$ cat src/rtl/rpsc_hv_sequencer.sv
// HV power sequencer for the G1 and anode supplies: ramps G1, then the anode,
// supervises both while running and latches the first fault cause until acknowledged.
module rpsc_hv_sequencer (
    input  logic       clk,
    input  logic       reset,
    input  logic       test_mode,
    input  logic       start_req,
    input  logic       stop_req,
    input  logic       fault_ack,
    input  logic       g1_alarm,
    input  logic       g1_ok,
    input  logic       an_alarm,
    input  logic       an_perm,
    input  logic       an_ok,
    output logic       g1_ps_act,
    output logic       an_ps_act,
    output logic       hv_on,
    output logic       fault,
    output logic [2:0] fault_code,
    output logic [2:0] state
);

    localparam logic [2:0] ST_IDLE     = 3'd0;
    localparam logic [2:0] ST_G1_RAMP  = 3'd1;
    localparam logic [2:0] ST_G1_ON    = 3'd2;
    localparam logic [2:0] ST_AN_RAMP  = 3'd3;
    localparam logic [2:0] ST_HV_ON    = 3'd4;
    localparam logic [2:0] ST_SHUTDOWN = 3'd5;
    localparam logic [2:0] ST_FAULT    = 3'd6;

    localparam logic [2:0] FC_NONE     = 3'd0;
    localparam logic [2:0] FC_G1_ALARM = 3'd1;
    localparam logic [2:0] FC_G1_TMO   = 3'd2;
    localparam logic [2:0] FC_AN_ALARM = 3'd3;
    localparam logic [2:0] FC_AN_TMO   = 3'd4;
    localparam logic [2:0] FC_G1_LOST  = 3'd5;
    localparam logic [2:0] FC_AN_LOST  = 3'd6;
    localparam logic [2:0] FC_ILLEGAL  = 3'd7;

    // Bit order of the synchronized input bus
    localparam int B_START = 7;
    localparam int B_STOP  = 6;
    localparam int B_ACK   = 5;
    localparam int B_G1A   = 4;
    localparam int B_G1OK  = 3;
    localparam int B_ANA   = 2;
    localparam int B_PERM  = 1;
    localparam int B_ANOK  = 0;

    logic [7:0]  raw_s;
    logic [7:0]  sync1_r;
    logic [7:0]  sync2_r;
    logic [2:0]  state_r;
    logic [2:0]  state_nx_s;
    logic [2:0]  cause_s;
    logic [21:0] timer_r;
    logic [21:0] g1_last_s;
    logic [21:0] perm_last_s;
    logic [21:0] an_last_s;
    logic [21:0] off_last_s;
    logic        g1_act_s;
    logic        an_act_s;
    logic        hv_on_s;
    logic        fault_s;
    logic        g1_act_r;
    logic        an_act_r;
    logic        hv_on_r;
    logic        fault_r;
    logic [2:0]  fault_code_r;

    logic s_start, s_stop, s_ack, s_g1a, s_g1ok, s_ana, s_perm, s_anok;

    assign raw_s = {start_req, stop_req, fault_ack, g1_alarm, g1_ok, an_alarm, an_perm, an_ok};

    assign s_start = sync2_r[B_START];
    assign s_stop  = sync2_r[B_STOP];
    assign s_ack   = sync2_r[B_ACK];
    assign s_g1a   = sync2_r[B_G1A];
    assign s_g1ok  = sync2_r[B_G1OK];
    assign s_ana   = sync2_r[B_ANA];
    assign s_perm  = sync2_r[B_PERM];
    assign s_anok  = sync2_r[B_ANOK];

    // Timer compare values are limit-1 so a timeout exits on the limit-th edge
    assign g1_last_s   = test_mode ? 22'd15 : 22'd2343749;
    assign perm_last_s = test_mode ? 22'd15 : 22'd2343749;
    assign an_last_s   = test_mode ? 22'd23 : 22'd3906249;
    assign off_last_s  = test_mode ? 22'd3  : 22'd781249;

    // Two-stage synchronizers for all level inputs
    always_ff @(posedge clk) begin
        if (!reset) begin
            sync1_r <= 8'd0;
            sync2_r <= 8'd0;
        end else begin
            sync1_r <= raw_s;
            sync2_r <= sync1_r;
        end
    end

    // State register and per-state timer
    always_ff @(posedge clk) begin
        if (!reset) begin
            state_r <= ST_IDLE;
            timer_r <= 22'd0;
        end else begin
            state_r <= state_nx_s;
            if (state_nx_s != state_r) begin
                timer_r <= 22'd0;
            end else if (timer_r != 22'h3FFFFF) begin
                timer_r <= timer_r + 22'd1;
            end else begin
                timer_r <= timer_r;
            end
        end
    end

    // Next-state logic; rows are checked in priority order so faults beat stop and stop beats start
    always_comb begin
        state_nx_s = state_r;
        cause_s    = FC_NONE;
        case (state_r)
            ST_IDLE: begin
                if (s_start && !s_stop && s_g1a) begin
                    state_nx_s = ST_FAULT;
                    cause_s    = FC_G1_ALARM;
                end else if (s_start && !s_stop) begin
                    state_nx_s = ST_G1_RAMP;
                end else begin
                    state_nx_s = ST_IDLE;
                end
            end
            ST_G1_RAMP: begin
                if (s_g1a) begin
                    state_nx_s = ST_FAULT;
                    cause_s    = FC_G1_ALARM;
                end else if (s_stop) begin
                    state_nx_s = ST_IDLE;
                end else if (s_g1ok) begin
                    state_nx_s = ST_G1_ON;
                end else if (timer_r == g1_last_s) begin
                    state_nx_s = ST_FAULT;
                    cause_s    = FC_G1_TMO;
                end else begin
                    state_nx_s = ST_G1_RAMP;
                end
            end
            ST_G1_ON: begin
                if (s_g1a) begin
                    state_nx_s = ST_FAULT;
                    cause_s    = FC_G1_ALARM;
                end else if (!s_g1ok) begin
                    state_nx_s = ST_FAULT;
                    cause_s    = FC_G1_LOST;
                end else if (s_stop) begin
                    state_nx_s = ST_IDLE;
                end else if (s_ana) begin
                    state_nx_s = ST_FAULT;
                    cause_s    = FC_AN_ALARM;
                end else if (s_perm) begin
                    state_nx_s = ST_AN_RAMP;
                end else if (timer_r == perm_last_s) begin
                    state_nx_s = ST_FAULT;
                    cause_s    = FC_AN_ALARM;
                end else begin
                    state_nx_s = ST_G1_ON;
                end
            end
            ST_AN_RAMP, ST_HV_ON: begin
                if (s_g1a) begin
                    state_nx_s = ST_FAULT;
                    cause_s    = FC_G1_ALARM;
                end else if (!s_g1ok) begin
                    state_nx_s = ST_FAULT;
                    cause_s    = FC_G1_LOST;
                end else if (s_ana || !s_perm) begin
                    state_nx_s = ST_FAULT;
                    cause_s    = FC_AN_ALARM;
                end else if ((state_r == ST_HV_ON) && !s_anok) begin
                    state_nx_s = ST_FAULT;
                    cause_s    = FC_AN_LOST;
                end else if (s_stop) begin
                    state_nx_s = ST_SHUTDOWN;
                end else if ((state_r == ST_AN_RAMP) && s_anok) begin
                    state_nx_s = ST_HV_ON;
                end else if ((state_r == ST_AN_RAMP) && (timer_r == an_last_s)) begin
                    state_nx_s = ST_FAULT;
                    cause_s    = FC_AN_TMO;
                end else begin
                    state_nx_s = state_r;
                end
            end
            ST_SHUTDOWN: begin
                if (s_g1a) begin
                    state_nx_s = ST_FAULT;
                    cause_s    = FC_G1_ALARM;
                end else if (timer_r == off_last_s) begin
                    state_nx_s = ST_IDLE;
                end else begin
                    state_nx_s = ST_SHUTDOWN;
                end
            end
            ST_FAULT: begin
                if (s_ack && !s_g1a && !s_ana) begin
                    state_nx_s = ST_IDLE;
                end else begin
                    state_nx_s = ST_FAULT;
                end
            end
            default: begin
                // Unreachable encoding: fall to the safe, de-energised fault state
                state_nx_s = ST_FAULT;
                cause_s    = FC_ILLEGAL;
            end
        endcase
    end

    // Output decode from the next state so outputs are valid in each state's first cycle
    always_comb begin
        g1_act_s = 1'b0;
        an_act_s = 1'b0;
        hv_on_s  = 1'b0;
        fault_s  = 1'b0;
        case (state_nx_s)
            ST_G1_RAMP, ST_G1_ON, ST_SHUTDOWN: begin
                g1_act_s = 1'b1;
            end
            ST_AN_RAMP: begin
                g1_act_s = 1'b1;
                an_act_s = 1'b1;
            end
            ST_HV_ON: begin
                g1_act_s = 1'b1;
                an_act_s = 1'b1;
                hv_on_s  = 1'b1;
            end
            ST_FAULT: begin
                fault_s = 1'b1;
            end
            default: begin
                g1_act_s = 1'b0;
            end
        endcase
    end

    // Output registers and first-fault latch
    always_ff @(posedge clk) begin
        if (!reset) begin
            g1_act_r     <= 1'b0;
            an_act_r     <= 1'b0;
            hv_on_r      <= 1'b0;
            fault_r      <= 1'b0;
            fault_code_r <= FC_NONE;
        end else begin
            g1_act_r <= g1_act_s;
            an_act_r <= an_act_s;
            hv_on_r  <= hv_on_s;
            fault_r  <= fault_s;
            if ((state_nx_s == ST_FAULT) && (state_r != ST_FAULT)) begin
                fault_code_r <= cause_s;
            end else if ((state_nx_s == ST_IDLE) && (state_r == ST_FAULT)) begin
                fault_code_r <= FC_NONE;
            end else begin
                fault_code_r <= fault_code_r;
            end
        end
    end

    assign g1_ps_act  = g1_act_r;
    assign an_ps_act  = an_act_r;
    assign hv_on      = hv_on_r;
    assign fault      = fault_r;
    assign fault_code = fault_code_r;
    assign state      = state_r;

endmodule

$ cat config.mk
export PLATFORM = sky130hd
export DESIGN_NAME = rpsc_hv_sequencer
export DESIGN_NICKNAME = d
export VERILOG_FILES = /design/src/rtl/rpsc_hv_sequencer.sv
export SDC_FILE = /design/constraint.sdc
export NUM_CORES = 1
export LEC_CHECK = 0
export BUFFER_PORTS_ARGS = -buffer_cell sky130_fd_sc_hd__buf_4
export CORE_UTILIZATION = 50
export DETAILED_ROUTE_END_ITERATION = 16
export GPL_TIMING_DRIVEN = 1
export PLACE_DENSITY = 0.68
export SYNTH_ARGS = -nofsm -noshare
export SYNTH_HDL_FRONTEND = slang
export SYNTH_SLANG_ARGS = --single-unit
$ cat constraint.sdc
create_clock -name clk -period 6.2 [get_ports clk]
set_input_delay 0.93 -clock clk [delete_from_list [all_inputs] [get_ports clk]]
set_output_delay 0.93 -clock clk [all_outputs]
set_load 0.02 [all_outputs]
==> results.py, run 1 <==
metrics = {
    "logic_synthesis": {
        "ys_seq_area_share_pct": 36.9,
        "synth_compound_area_share_pct": 15.2,
        "synth-seq-cells": 48,
        "ys_dominant_reg_cell": "dfxtp_1",
        "synth_top_family_by_area": "simple AND/OR/NAND/NOR gates",
        "synth-xor-area-share_pct": 7.06,
        "synthAdderAreaFrac_pct": 0.480,
        "synthMuxAreaShare_pct": 1.20,
        "synth_edf_count": 0,
        "syn_area_um2": 2610,
        "synthTopCellsByCount": "dfxtp_1 (48), nor3_1 (28), nand2_1 (21), and2_1 (20), nor2_1 (15)",
        "yosysTopAreaCellShare_pct": 36.9,
        "syn_area_per_cell_um2": 8.66,
        "synthArstFlopShare_pct": 0,
        "synthTopCellsByArea": "dfxtp_1 (37%), nor3_1 (5.4%), and2_1 (4.8%), xor2_1 (4.4%), nand2_1 (3.0%)",
        "synth_most_common_cell": "dfxtp_1",
        "yosys.area_share.simple_pct": 34.5,
        "synth_area_leader_cell": "dfxtp_1",
        "syn_nets": 313,
        "yosysWarnings": 0,
        "synthCells": 301,
        "ys_types": 59,
    },
    "route": {
        "drt_iter0_markers": 129,
        "num_vias": 2234,
        "vias_per_cell": 5.93,
        "detail-route-antenna-nets": 0,
        "wl_met2_mm": 2.33,
        "wl_per_cell_um": 14.6,
        "wl_met3_um": 344,
        "routed_wl_mm": 5.52,
        "routed.top_layer": "met4",
        "wl_met1_mm": 2.80,
        "drc": 0,
        "drt_pass1_iterations": 4,
    },
    "global_route": {
        "grt_pass1_wl_mm": 9.05,
        "grt_pass1_vias": 1865,
        "grt_max_degree": 27,
        "grt_usage_pct": 21.5,
        "grt_overflow": 0,
        "antenna_found_initial": 0,
    },
    "sta": {
        "setup_viol": 0,
        "setup_ws_ps": 2600,
        "tightest_slew_ps": 983,
        "maxSlewViolCount": 0,
        "min_period_ps": 3600,
        "rsz0062_at_grt": "false",
        "holdWs_ps": 438,
        "period_share_pct": 58.1,
        "finalSetupTns_ps": 0,
        "hold_violations": 0,
        "timing.slew.headroom_pct": 34.1,
        "skew_ps": 5.91,
        "fmax_ghz": 0.277,
    },
    "placed_design": {
        "dp_slack_ps": 2190,
        "numPortBuffers": 20,
        "place_inst": 369,
        "placed_area_um2": 2740,
        "hpwl_mm": 3.86,
        "routabilityCongestion": 0.929,
    },
    "pwr": {
        "switchingPower_mw": 0.347,
        "p_sw_share_pct": 36.8,
        "powerDensity_nw_per_um2": 330,
        "p_clk_share_pct": 24.6,
        "vdd_drop_max_mv": 0.143,
        "p_int_mw": 0.595,
        "pwr-share-comb_pct": 34.3,
        "seqPwrFrac_pct": 41.1,
        "leakage_nw": 1.02,
        "power_mw": 0.942,
    },
    "floorplanning": {
        "core-area_um2": 4880,
        "ios": 21,
        "die_area_um2": 5500,
        "floorplan.initialDensity_pct": 53.4,
        "die_w_um": 74.2,
        "rows": 25,
        "dieHeight_um": 74.2,
    },
    "cts": {
        "cts_hold_buf": 0,
        "cts_resized": 0,
        "cts_tree": "yes",
        "path_clk_slew_ps": 90,
        "root_buffer": "clkbuf_8",
        "htree_levels": 2,
        "cts.sinks": 48,
        "postCtsSetupBuffers": 0,
        "clock_latency_ps": 310,
        "clockBufferDepth": 2,
        "cts_buffers": 5,
    },
    "cells_and_area": {
        "nNetsFinal": 321,
        "final_area_um2": 2860,
        "drive_gt1_share_pct": 14.8,
        "finalCoreUtilization_pct": 58.6,
        "synthToLayoutAreaGrowth_pct": 9.70,
        "n_fill_cell": 468,
        "stdcell_count": 377,
        "antenna_cells": 0,
    },
    "run_status": {
        "status": "complete, no violations",
    },
    "setup_path": {
        "cp-end-kind": "register",
        "start_kind": "primary input",
        "cp_top_family": "simple AND/OR/NAND/NOR gates",
        "crit_chain": "buf_4, or4b_1, a211oi_4, a41oi_1, o221ai_4, xnor2_1, nand4b_1, a211oi_1",
        "path_max_fanout": 22,
        "worstPathRequired_ps": 6410,
        "path_class": "primary input to register",
        "path_buf_inv": 1,
        "arrival_ps": 3820,
        "slowest_stage": "nand4b_1",
        "slowest_delay_ps": 770,
    },
    "run": {
        "cap_violations": 0,
    },
    "hold_path": {
        "hold_class": "register to register",
    },
}
[registers in the layout, summed over array words and instances, names as in the netlist]
| register | count |
|---|---|
| an_ps_act | 1 |
| fault | 1 |
| fault_code | 3 |
| g1_ps_act | 1 |
| hv_on | 1 |
| state | 3 |
| sync1_r | 8 |
| sync2_r | 8 |
| timer_r | 22 |
[layout make-up]
type,count,area [um2],share of cell area [%]
tap,67,83.8,2.93
inverter,7,26.3,0.919
clock inverter,3,46.3,1.62
clock buffer,5,68.8,2.41
multi-input combinational,227,1520,53.3
timing repair buffer,20,150,5.25
sequential,48,961,33.6
[power groups by stage]
stage	sequential, mW	clock [mW]	combinational, mW
2_1_floorplan	0.394	0	0.248
3_3_place_gp	0.393	0	0.320
3_5_place_dp	0.393	0	0.326
4_1_cts	0.386	0.235	0.326
5_1_grt	0.393	0.251	0.361
6_report	0.387	0.232	0.323
[placed cells by master (no fill, tap or decap), types with 4 or more instances in the layout]
master / synthesis / layout
nor3_1: 28 / 28
buf_4: 5 / 20
a21oi_1: 9 / 9
xor2_1: 13 / 13
nand3_1: 13 / 13
nand4_1: 11 / 11
or3_1: 4 / 4
xnor2_1: 8 / 8
and3_1: 4 / 4
clkbuf_8: 0 / 5
nand3b_1: 5 / 5
nor2_1: 15 / 15
or4b_1: 4 / 4
and2_1: 20 / 20
o21ai_0: 10 / 10
nand2_1: 21 / 21
nor4_1: 4 / 4
inv_1: 7 / 7
dfxtp_1: 48 / 48
nand4b_1: 4 / 4
[logic make-up after synthesis]
kind of cell	Yosys count
AND/OR/NAND/NOR	154
multiplexers	3
XOR/XNOR	21
adder cells (fa/ha/maj)	1
AO/OA/AOI/OAI	48
buffers and inverters	26
flip-flops	48
[path summary, 6_finish.rpt]
kind,cells past startpoint,start,endpoint,slack (ps)
hold reg to reg,1,sync1_r[0],sync2_r[0],440
hold / removal,1,sync1_r[0],sync2_r[0],440
setup / recovery,8,test_mode,timer_r[4],2600
setup reg to reg,7,state[1],timer_r[4],2750
[per-layer routing]
layer  global-route usage [%]  up-vias
li1                         -     1106
met1                     33.4     1041
met2                     29.4       81
met3                     3.39        6
met4                     7.91        0
met5                        0        -
Note: power is estimated with default switching activity, not from simulation.
==> run 2, diff against run 1 <==
--- a/config.mk
+++ b/config.mk
@@ -5,6 +5,7 @@
 export SDC_FILE = /design/constraint.sdc
 export NUM_CORES = 1
 export LEC_CHECK = 0
+export ABC_AREA = 1
 export BUFFER_PORTS_ARGS = -buffer_cell sky130_fd_sc_hd__buf_4
 export CORE_UTILIZATION = 50
 export DETAILED_ROUTE_END_ITERATION = 16
==> constraint.sdc (replaced) <==
create_clock -name clk -period 3.34 [get_ports clk]
set_input_delay 0.501 -clock clk [delete_from_list [all_inputs] [get_ports clk]]
set_output_delay 0.501 -clock clk [all_outputs]
set_load 0.02 [all_outputs]
==> run 2 against run 1 <==
Combinational power grew to 2.8 times the previous value; synthesized cell count increased by 39%; core utilization down 1.1 points; final area increased by 11%; clock power increased by 87%; register-to-register slack worse by 1900 ps; sequential cell count unchanged; sequential share of layout area is 3.3 points lower; count of clock-buffer cells in the layout did not move; worst hold slack lost 67 ps; critical endpoint is now timer_r[19]; largest cell class unchanged.
==> results.py, run 2 <==
metrics = {
    "run_status": {
        "status": "complete, no violations",
    },
    "run": {
        "cap_violations": 0,
    },
    "sta": {
        "period_share_pct": 74.8,
        "min_period_ps": 2500,
        "finalSetupTns_ps": 0,
        "tightest_slew_ps": 423,
        "rsz0062_at_grt": "false",
        "fmax_ghz": 0.400,
        "maxSlewViolCount": 0,
        "setup_viol": 0,
        "timing.slew.headroom_pct": 71.6,
        "hold_violations": 0,
        "setup_ws_ps": 841,
        "skew_ps": 9.39,
    },
    "setup_path": {
        "worst_r2r_path_depth": 13,
        "arrival_ps": 2730,
        "regToRegStartpoint": "state[2]",
        "path_class": "register to register",
        "cp-end-kind": "register",
        "crit_path_start": "state[2]",
        "crit_end": "timer_r[19]",
        "rrSetupSlack_ps": 840,
        "path_max_fanout": 13,
        "start_kind": "register",
        "worstPathRequired_ps": 3580,
        "timing.rr.end": "timer_r[19]",
    },
    "pwr": {
        "p_int_mw": 1.10,
        "powerDensity_nw_per_um2": 638,
        "switchingPower_mw": 0.919,
        "leakage_nw": 1.38,
        "p_clk_share_pct": 21.4,
        "vdd_drop_max_mv": 0.379,
        "seqPwrFrac_pct": 34.3,
        "pwr-share-comb_pct": 44.2,
        "p_sw_share_pct": 45.5,
    },
    "floorplanning": {
        "die_w_um": 77.8,
        "rows": 27,
        "core-area_um2": 5510,
        "dieHeight_um": 77.8,
        "floorplan.initialDensity_pct": 52.2,
        "ios": 21,
        "die_area_um2": 6050,
    },
    "global_route": {
        "grt_usage_pct": 23.5,
        "grt_pass1_wl_mm": 11.1,
        "antenna_found_initial": 0,
        "grt_pass1_vias": 2321,
        "grt_max_degree": 23,
        "grt_overflow": 0,
    },
    "route": {
        "drc": 0,
        "wl_per_cell_um": 12.9,
        "drt_pass1_iterations": 5,
        "routed_wl_mm": 6.60,
        "num_vias": 2661,
        "drt_iter0_markers": 273,
        "vias_per_cell": 5.21,
        "detail-route-antenna-nets": 0,
    },
    "cts": {
        "clock_latency_ps": 310,
        "clockBufferDepth": 2,
        "cts_buffers": 5,
        "htree_levels": 2,
        "path_clk_slew_ps": 90,
        "root_buffer": "clkbuf_8",
        "cts_tree": "yes",
        "cts.sinks": 48,
        "cts_hold_buf": 0,
        "postCtsSetupBuffers": 0,
        "cts_resized": 0,
    },
    "logic_synthesis": {
        "synthTopCellsByCount": "nand2_1 (109), inv_1 (57), nor2_1 (51), dfxtp_1 (48), nor3_2 (22)",
        "synthCells": 418,
        "synth_edf_count": 0,
        "synth_area_leader_cell": "dfxtp_1",
        "ys_dominant_reg_cell": "dfxtp_1",
        "syn_area_per_cell_um2": 6.87,
        "synthTopCellsByArea": "dfxtp_1 (33%), nand2_1 (14%), nor3_2 (7.7%), inv_1 (7.4%), nor2_1 (6.7%)",
        "yosysTopAreaCellShare_pct": 33.4,
        "synth-seq-cells": 48,
        "synthArstFlopShare_pct": 0,
        "syn_area_um2": 2870,
        "synth_most_common_cell": "nand2_1",
        "yosysWarnings": 0,
        "syn_nets": 430,
        "ys_types": 40,
        "ys_seq_area_share_pct": 33.4,
    },
    "placed_design": {
        "place_inst": 503,
        "numPortBuffers": 20,
        "hpwl_mm": 5.10,
        "dp_slack_ps": 804,
        "routabilityCongestion": 0.920,
    },
    "hold_path": {
        "hold_class": "primary input to register",
        "min_from": "g1_ok",
        "hold_depth": 3,
    },
    "cells_and_area": {
        "regMostFlops": "timer_r",
        "largest_register_ffs": 22,
        "largestRegisters": "timer_r x22, sync1_r x8, sync2_r x8",
        "synthToLayoutAreaGrowth_pct": 10.3,
        "antenna_cells": 0,
        "finalCoreUtilization_pct": 57.5,
        "stdcell_count": 511,
        "drive_gt1_share_pct": 19.1,
        "final_common_cell": "nand2_1",
        "nNetsFinal": 450,
        "final_cell_mix": "nand2_1 (109), inv_1 (57), nor2_1 (51)",
    },
}
run 2: through the flow:
step,hold WS (ps),power [mW],instance area [um2]
5_1_grt,366,2.14,3170
3_5_place_dp,396,1.59,3050
2_1_floorplan,390,1.48,2870
3_3_place_gp,394,1.58,3050
6_report,371,2.02,3170
4_1_cts,362,2.03,3170
run 2: worst min-delay path by stage:
stage | endpoint
after floorplan | sync2_r[0]
after global placement | sync2_r[1]
after detailed placement | sync2_r[3]
after CTS | sync1_r[6]
after global routing | sync1_r[6]
final | sync1_r[3]
run 2: power groups by stage:
stage	Clock, mW	Sequential (mW)	Combinational, mW
after global routing	0.463	0.703	0.979
after CTS	0.445	0.692	0.893
final	0.433	0.693	0.894
after global placement	0	0.705	0.872
after detailed placement	0	0.706	0.886
after floorplan	0	0.719	0.765
run 2: logic make-up (layout without fill, tap and decap cells):
family | Yosys count | after routing | share of synthesized area [%]
XOR/XNOR | 17 | 17 | 5.18
multiplexers | 1 | 1 | 0.392
AO/OA/AOI/OAI | 28 | 28 | 5.62
flip-flops | 48 | 48 | 33.4
adder cells (fa/ha/maj) | 1 | 1 | 0.435
buffers and inverters | 74 | 95 | 11.2
AND/OR/NAND/NOR | 249 | 249 | 43.7
run 2: critical path, cell delays in order (launching register included):
cell     delay, ps
dfxtp_1        590
inv_2          150
nand4_1        180
nand2_1         70
nand2_1         60
nand2_1         80
nor2_2         110
nand2_1         60
nor2_1         140
nand2_2        100
xor2_1         170
nand3_2        270
buf_4          320
nor3_4         120
run 2: final cells by class:
| cell class | count | area, um2 |
|---|---|---|
| inverters | 65 | 246 |
| well taps | 72 | 90.1 |
| clock inverters | 3 | 47.5 |
| flip-flops and latches | 48 | 961 |
| clock buffers | 5 | 68.8 |
| fillers | 530 | 2340 |
| repair buffers | 22 | 165 |
| multi-input cells | 296 | 1590 |
run 2: per-layer routing:
layer	global-route usage [%]	vias to the layer above	share of wire, %
li1	-	1348	-
met1	34.8	1198	48
met3	6.00	8	8.8
met2	33.6	107	42
met4	5.66	0	1.0
met5	0	-	0
